File: config.mk
export PLATFORM = sky130hd
export DESIGN_NAME = countdown15
export DESIGN_NICKNAME = d
export VERILOG_FILES = /design/src/rtl/countdown15.sv
export SDC_FILE = /design/constraint.sdc
export NUM_CORES = 1
export LEC_CHECK = 0
export ABC_CLOCK_PERIOD_IN_PS = 1500
export CAP_MARGIN = 10
export CORE_AREA = 3 3 40 42
export CTS_CLUSTER_DIAMETER = 30
export DETAILED_ROUTE_END_ITERATION = 6
export DIE_AREA = 0 0 43 45
export GPL_TIMING_DRIVEN = 0
export HOLD_SLACK_MARGIN = 0.08
export PLACE_DENSITY = 0.7
export SYNTH_ARGS = -nofsm -noshare
export SYNTH_HDL_FRONTEND = slang
export SYNTH_SLANG_ARGS = --single-unit
File: constraint.sdc
create_clock -name clk -period 1.5 [get_ports clk]
set_input_delay 0.15 -clock clk [delete_from_list [all_inputs] [get_ports clk]]
set_output_delay 0.15 -clock clk [all_outputs]
set_load 0.1 [all_outputs]
File: src/rtl/countdown15.sv
// countdown15: loadable modulo-MOD down counter with one-shot/continuous modes.
// Optional wrap counter port enabled by defining COUNTDOWN15_WRAPCNT_EN.
module countdown15 #(
  parameter int MOD   = 15,
  parameter int WIDTH = 4
) (
  input  logic             clk,
  input  logic             reset,
  input  logic [WIDTH-1:0] init,
  input  logic             set,
  input  logic             en,
  input  logic             mode,
  output logic [WIDTH-1:0] out,
  output logic             tc,
  output logic             busy,
`ifdef COUNTDOWN15_WRAPCNT_EN
  output logic             done,
  output logic [3:0]       wraps
`else
  output logic             done
`endif
);

  localparam logic [1:0]       S_IDLE = 2'd0;
  localparam logic [1:0]       S_RUN  = 2'd1;
  localparam logic [1:0]       S_DONE = 2'd2;
  localparam logic [WIDTH-1:0] MAXV   = WIDTH'(MOD - 1);
  localparam logic [WIDTH-1:0] ONE    = WIDTH'(1);
  localparam logic [WIDTH:0]   MODW   = (WIDTH + 1)'(MOD);

  logic [1:0]       r_state;
  logic [WIDTH-1:0] r_out;
  logic             r_tc;
  logic             r_mode;
  logic [WIDTH-1:0] w_load_val;
`ifdef COUNTDOWN15_WRAPCNT_EN
  logic [3:0]       r_wraps;
`endif

  // Out-of-range loads clamp to the top of the count range.
  assign w_load_val = ({1'b0, init} >= MODW) ? MAXV : init;

  always_ff @(posedge clk or posedge reset) begin
    if (reset) begin
      r_state <= S_IDLE;
      r_out   <= '0;
      r_tc    <= 1'b0;
      r_mode  <= 1'b0;
`ifdef COUNTDOWN15_WRAPCNT_EN
      r_wraps <= '0;
`endif
    end else if (set) begin
      r_state <= S_RUN;
      r_out   <= w_load_val;
      r_tc    <= 1'b0;
      r_mode  <= mode;
`ifdef COUNTDOWN15_WRAPCNT_EN
      r_wraps <= '0;
`endif
    end else begin
      r_tc <= 1'b0;
      if (r_state == S_RUN && en) begin
        if (r_out != '0) begin
          r_out <= r_out - ONE;
          // tc marks only a decrement into 0, never a load of 0 or a wrap.
          if (r_out == ONE) begin
            r_tc <= 1'b1;
            if (!r_mode) r_state <= S_DONE;
          end
        end else if (r_mode) begin
          r_out <= MAXV;
`ifdef COUNTDOWN15_WRAPCNT_EN
          if (r_wraps != 4'hF) r_wraps <= r_wraps + 4'd1;
`endif
        end else begin
          r_state <= S_DONE;
        end
      end
    end
  end

  assign out  = r_out;
  assign tc   = r_tc;
  assign busy = (r_state == S_RUN);
  assign done = (r_state == S_DONE);
`ifdef COUNTDOWN15_WRAPCNT_EN
  assign wraps = r_wraps;
`endif

endmodule

-- Word-level counts from Yosys, hierarchy flattened
Index checks and enable logic that the tools add are counted.
- reduce and logical (&&, ||, !) cells: 6
- equal/unequal tests: 4
- $add $sub $neg: 1
- $lt $le $gt $ge: 1
- muxes and demuxes: 14
- operators with widths (kind ; count):
    $mux W4 ; 5
    $mux W2 ; 5
    $eq A4 B1 Y1 const B ; 1
    $ge A4 B4 Y1 const B ; 1
    $mux W1 ; 4
    $reduce_and A2 Y1 ; 2
    $reduce_bool A4 Y1 ; 1
    $sub A4 B1 Y4 const B ; 1
    $ne A3 B2 Y1 const B ; 1
    $reduce_bool A3 Y1 ; 1
    $eq A2 B1 Y1 const B ; 1
    $eq A2 B2 Y1 const B ; 1
    $reduce_bool A2 Y1 ; 1
    $logic_and A1 B1 Y1 ; 1
- output and inout bits: 7
- input bits: 9
- logic and storage cells: 30
- flip-flop bits (word level): 8

-- Depth between registers and ports, before layout
Gate-level depths: netlist of run 1.
- depth after elaboration: 5
- gate-level depth with buffers: 5
- mapped depth without buffers: 5

-- Least setup slack after synthesis of run 1
OpenSTA, ideal clock, no wires.
- path type: register to register
- from: reg r_out[1], in the netlist out[1]
- to: reg r_out[1], in the netlist out[1]
- required time: 1.384 ns
- arrival time: 1.943 ns
- period minus slack after synthesis: 2.059 ns
- path slack: -0.559 ns
- library setup time: 0.116 ns
- cell stages (with the launch flop): 6
- path buffers: 0
- cells stage by stage: dfrtp_1 > inv_1 > ha_1 > nor4b_4 > nand2b_1 > o311ai_0
- cells in the longest elaborated chain, start to end: 4
- elaborated cells on any way between the ends: 7
- those cells by class: add/sub: 1; mux: 3; reduce/logical: 3
- RTL lines (element ; line ; text):
    start: declaration ; 32 ; logic [WIDTH-1:0] r_out;
    start signal: assignment ; 54 ; r_out <= w_load_val;
    start signal: assignment ; 64 ; r_out <= r_out - ONE;
    $sub A4 B1 Y4 / $reduce_bool A4 Y1 (equally long branches) ; 64, 63 ;
    $mux W4 ; 63 ; if (r_out != '0) begin
    $mux W4 ; 62 ; if (r_state == S_RUN && en) begin
    $mux W4 ; 52 ; end else if (set) begin
Parallel ways exist; a longest one is shown, timed or not. The select of a mux whose other input is x is not followed.
A chain may end at the register's enable or synchronous reset.

-- Worst setup path in the final report of run 1
- from: reg r_out[0], in the netlist out[0]
- to: reg r_out[2], in the netlist out[2]
Same word-level chain as after synthesis.

==> flow_summary.yaml, run 1 <==
sta:
  hold_viol: 0
  worst_slew_pin_slew_ns: 0.544
  fin_skew_ns: 0.0124
  relSlewSlack_pct: 63.9
  maxSlewViolCount: 0
  setup_viol: 0
  post-route-min-period_ns: 1.44
  finalCritPeriodShare_pct: 95.9
  hold_slack_ns: 0.130
  rsz0062_at_grt: "false"
  fmax_mhz: 695
placed_design:
  hpwlAfterDp_microns: 848
  placed_area_sq_um: 681
  placement.io_buffers: 15
  routabilityCongestion: 0.738
  dp.cells: 80
routing:
  wl_microns: 1160
  post-route-drc-count: 0
  vias: 463
  ant_nets: 0
  via_per_inst: 5.26
  drt_iter0_drc: 2
  firstDrtPassIters: 4
  post_drt_wl_per_cell_microns: 13.2
worst_setup_path:
  cp-end-kind: "flop"
  startpoint_type: "flop"
  crit_arrival_ns: 1.59
  cp_max_fo: 5
  cp.required_ns: 1.65
  critPathKind: "flop to flop"
floorplan:
  io_pins: 16
  die_w_microns: 43
  start_util_pct: 37.5
  die_y_microns: 45
  rows: 13
  die_area_sq_um: 1940
  design.core.area_sq_um: 1280
clock_tree:
  root_buffer: "clkbuf_4"
  cts_tree: "done"
  htreeDepth: 1
  clk_pin_slew_ns: 0.06
  insertion_delay_ns: 0.26
  clkSinkCount: 8
  cts.path.max_buffers: 2
  cts_buffers: 3
yosys:
  ys_types: 27
  synth_area_per_cell_sq_um: 9.63
  syn_nets: 61
  yosys.area.top_type_share_pct: 41.6
  ys_ff_latch: 8
  syn_inst: 50
  synth_top_area_cell: "dfrtp_1"
  synth_area_leaders: "dfrtp_1 42%, ha_1 5.2%, nor4b_4 4.9%"
  yosys_warnings: 0
  synth_area_sq_um: 482
  yosysSeqAreaShare_pct: 41.6
cells_and_area:
  fin_nets: 85
  stdcell_area_sq_um: 733
  syn_to_final_growth_pct: 52.2
  drive_above_1_share_pct: 37.0
  layout_commonest_cell: "clkdlybuf4s50_1"
  final_cell_mix: "8 x clkdlybuf4s50_1, 5 x clkdlybuf4s15_2, 4 x inv_1, 4 x dfrtp_1, 4 x buf_4"
  stdcell_count: 88
  diodes: 0
global_routing:
  overflow: 0
  grt_usage_pct: 14.8
  grt_pass1_vias: 478
  grt_max_degree: 11
  antenna_found_initial: 0
  grt_pass1_wl_microns: 1980
worst_hold_path:
  hold_path_class: "input pin to async pin"
power_and_ir_drop:
  ir_drop_mv: 0.701
  powerDensity_nw_per_um2: 1110
  power.leakage_uw: 0.000300
run_status:
  status: "completed"
flow_run:
  cap_violations: 0
==> per-layer routing <==
metal / GRT usage (%) / up-vias / wire length (microns) / part of all wire, %
li1: - / 231 / - / -
met1: 15.6 / 214 / 460 / 40
met2: 23.1 / 14 / 601 / 52
met3: 7.97 / 4 / 81 / 7.0
met4: 9.64 / 0 / 20 / 1.7
met5: 0 / - / 0 / 0
==> flip-flops by register name (all words and copies together) (netlist names) <==
name,flops
tc,1
out,4
r_mode,1
r_state,2
==> through the flow <==
| step | setup TNS (ns) | worst slack, ns | power, uW | util (%) |
|---|---|---|---|---|
| 3_5_place_dp | -1.57 | -0.331 | 628 | 53.0 |
| 2_1_floorplan | -0.0980 | -0.0737 | 535 | - |
| 6_report | 0 | 0.0615 | 817 | 57.1 |
| 4_1_cts | 0 | 0.0121 | 811 | 55.9 |
| 5_1_grt | 0 | 0.00395 | 874 | 57.1 |
| 3_3_place_gp | -1.57 | -0.325 | 627 | 53.0 |
==> critical path, cell delays in order, from the launching register on <==
cell	delay [ns]
dfrtp_4	0.50
inv_2	0.08
ha_4	0.13
nor4b_4	0.25
nor2_2	0.08
a221o_1	0.29
==> area by class of cell <==
class	count	area, sq um
Clock buffer	4	26.3
Inverter	6	25.0
Buffer	1	5.00
Timing Repair Buffer	19	176
Fill cell	121	552
Multi-Input combinational cell	35	272
Tap cell	15	18.8
Sequential cell	8	210
==> cells in the mapped netlist <==
cell type	number
buf_2	1
nor2_1	4
nor3_1	1
and3b_1	1
a221o_1	1
nor2b_1	1
a21o_1	1
and2_2	1
a21oi_1	2
o21ai_0	1
nand2b_1	2
nor4b_4	1
o2111ai_1	1
and4_1	1
nor3b_1	1
nand3_1	2
inv_1	6
nand3b_1	1
o41ai_1	1
a31oi_1	1
dfrtp_1	8
a2111o_1	1
nor2_2	1
o211ai_1	3
o311ai_0	1
nand2_1	3
ha_1	2
==> cell families after synthesis <==
group,synth area share (%)
AOI/OAI and AO/OA,20.5
adders and majority gates,5.19
buffers and inverters,5.71
and+or+nand+nor,27.0
DFF,41.6
==> where the power goes <==
group	switching (uW)	internal, uW	leakage, uW	total [uW]
clock	76.7	102	0.0000150	179
sequential	35.1	246	0.0000923	281
combinational	237	121	0.000193	358
==> final timing paths <==
path | startpoint | endpoint | slack (ns) | cells past startpoint
hold / removal | reset | out[1] | 0.13 | 2
hold reg to reg | r_state[0] | r_state[0] | 0.57 | 1
setup / recovery | out[0] | out[2] | 0.06 | 5
setup reg to reg | out[0] | out[2] | 0.06 | 5
max in group asynchronous | reset | out[0] | 1.09 | 2
min in group clk | mode | r_mode | 0.46 | 3
==> timing repair <==
action,4_1_cts,5_1_grt
pin swaps,0,1
setup endpoints to repair,8,2
hold buffers,0,0
setup buffers,2,2
gates resized for setup,25,0
No activity file was read; power rests on OpenSTA's default activity.
==> run 2: changes to the inputs <==
--- a/config.mk
+++ b/config.mk
@@ -8,7 +8,6 @@
 export ABC_CLOCK_PERIOD_IN_PS = 1500
 export CAP_MARGIN = 10
 export CORE_AREA = 3 3 40 42
-export CTS_CLUSTER_DIAMETER = 30
 export DETAILED_ROUTE_END_ITERATION = 6
 export DIE_AREA = 0 0 43 45
 export GPL_TIMING_DRIVEN = 0
==> results of run 2 <==
Same layout as run 1: the final DEF is identical, and so are final timing and power.
==> run 3: changes to the inputs <==
--- a/config.mk
+++ b/config.mk
@@ -13,6 +13,8 @@
 export GPL_TIMING_DRIVEN = 0
 export HOLD_SLACK_MARGIN = 0.08
 export PLACE_DENSITY = 0.7
+export SKIP_LAST_GASP = 1
+export SLEW_MARGIN = 10
 export SYNTH_ARGS = -nofsm -noshare
 export SYNTH_HDL_FRONTEND = slang
 export SYNTH_SLANG_ARGS = --single-unit
==> results of run 3 <==
Same layout as run 1: the final DEF is identical, and so are final timing and power.
Among the figures that moved: number of gates resized after CTS 25 -> 23
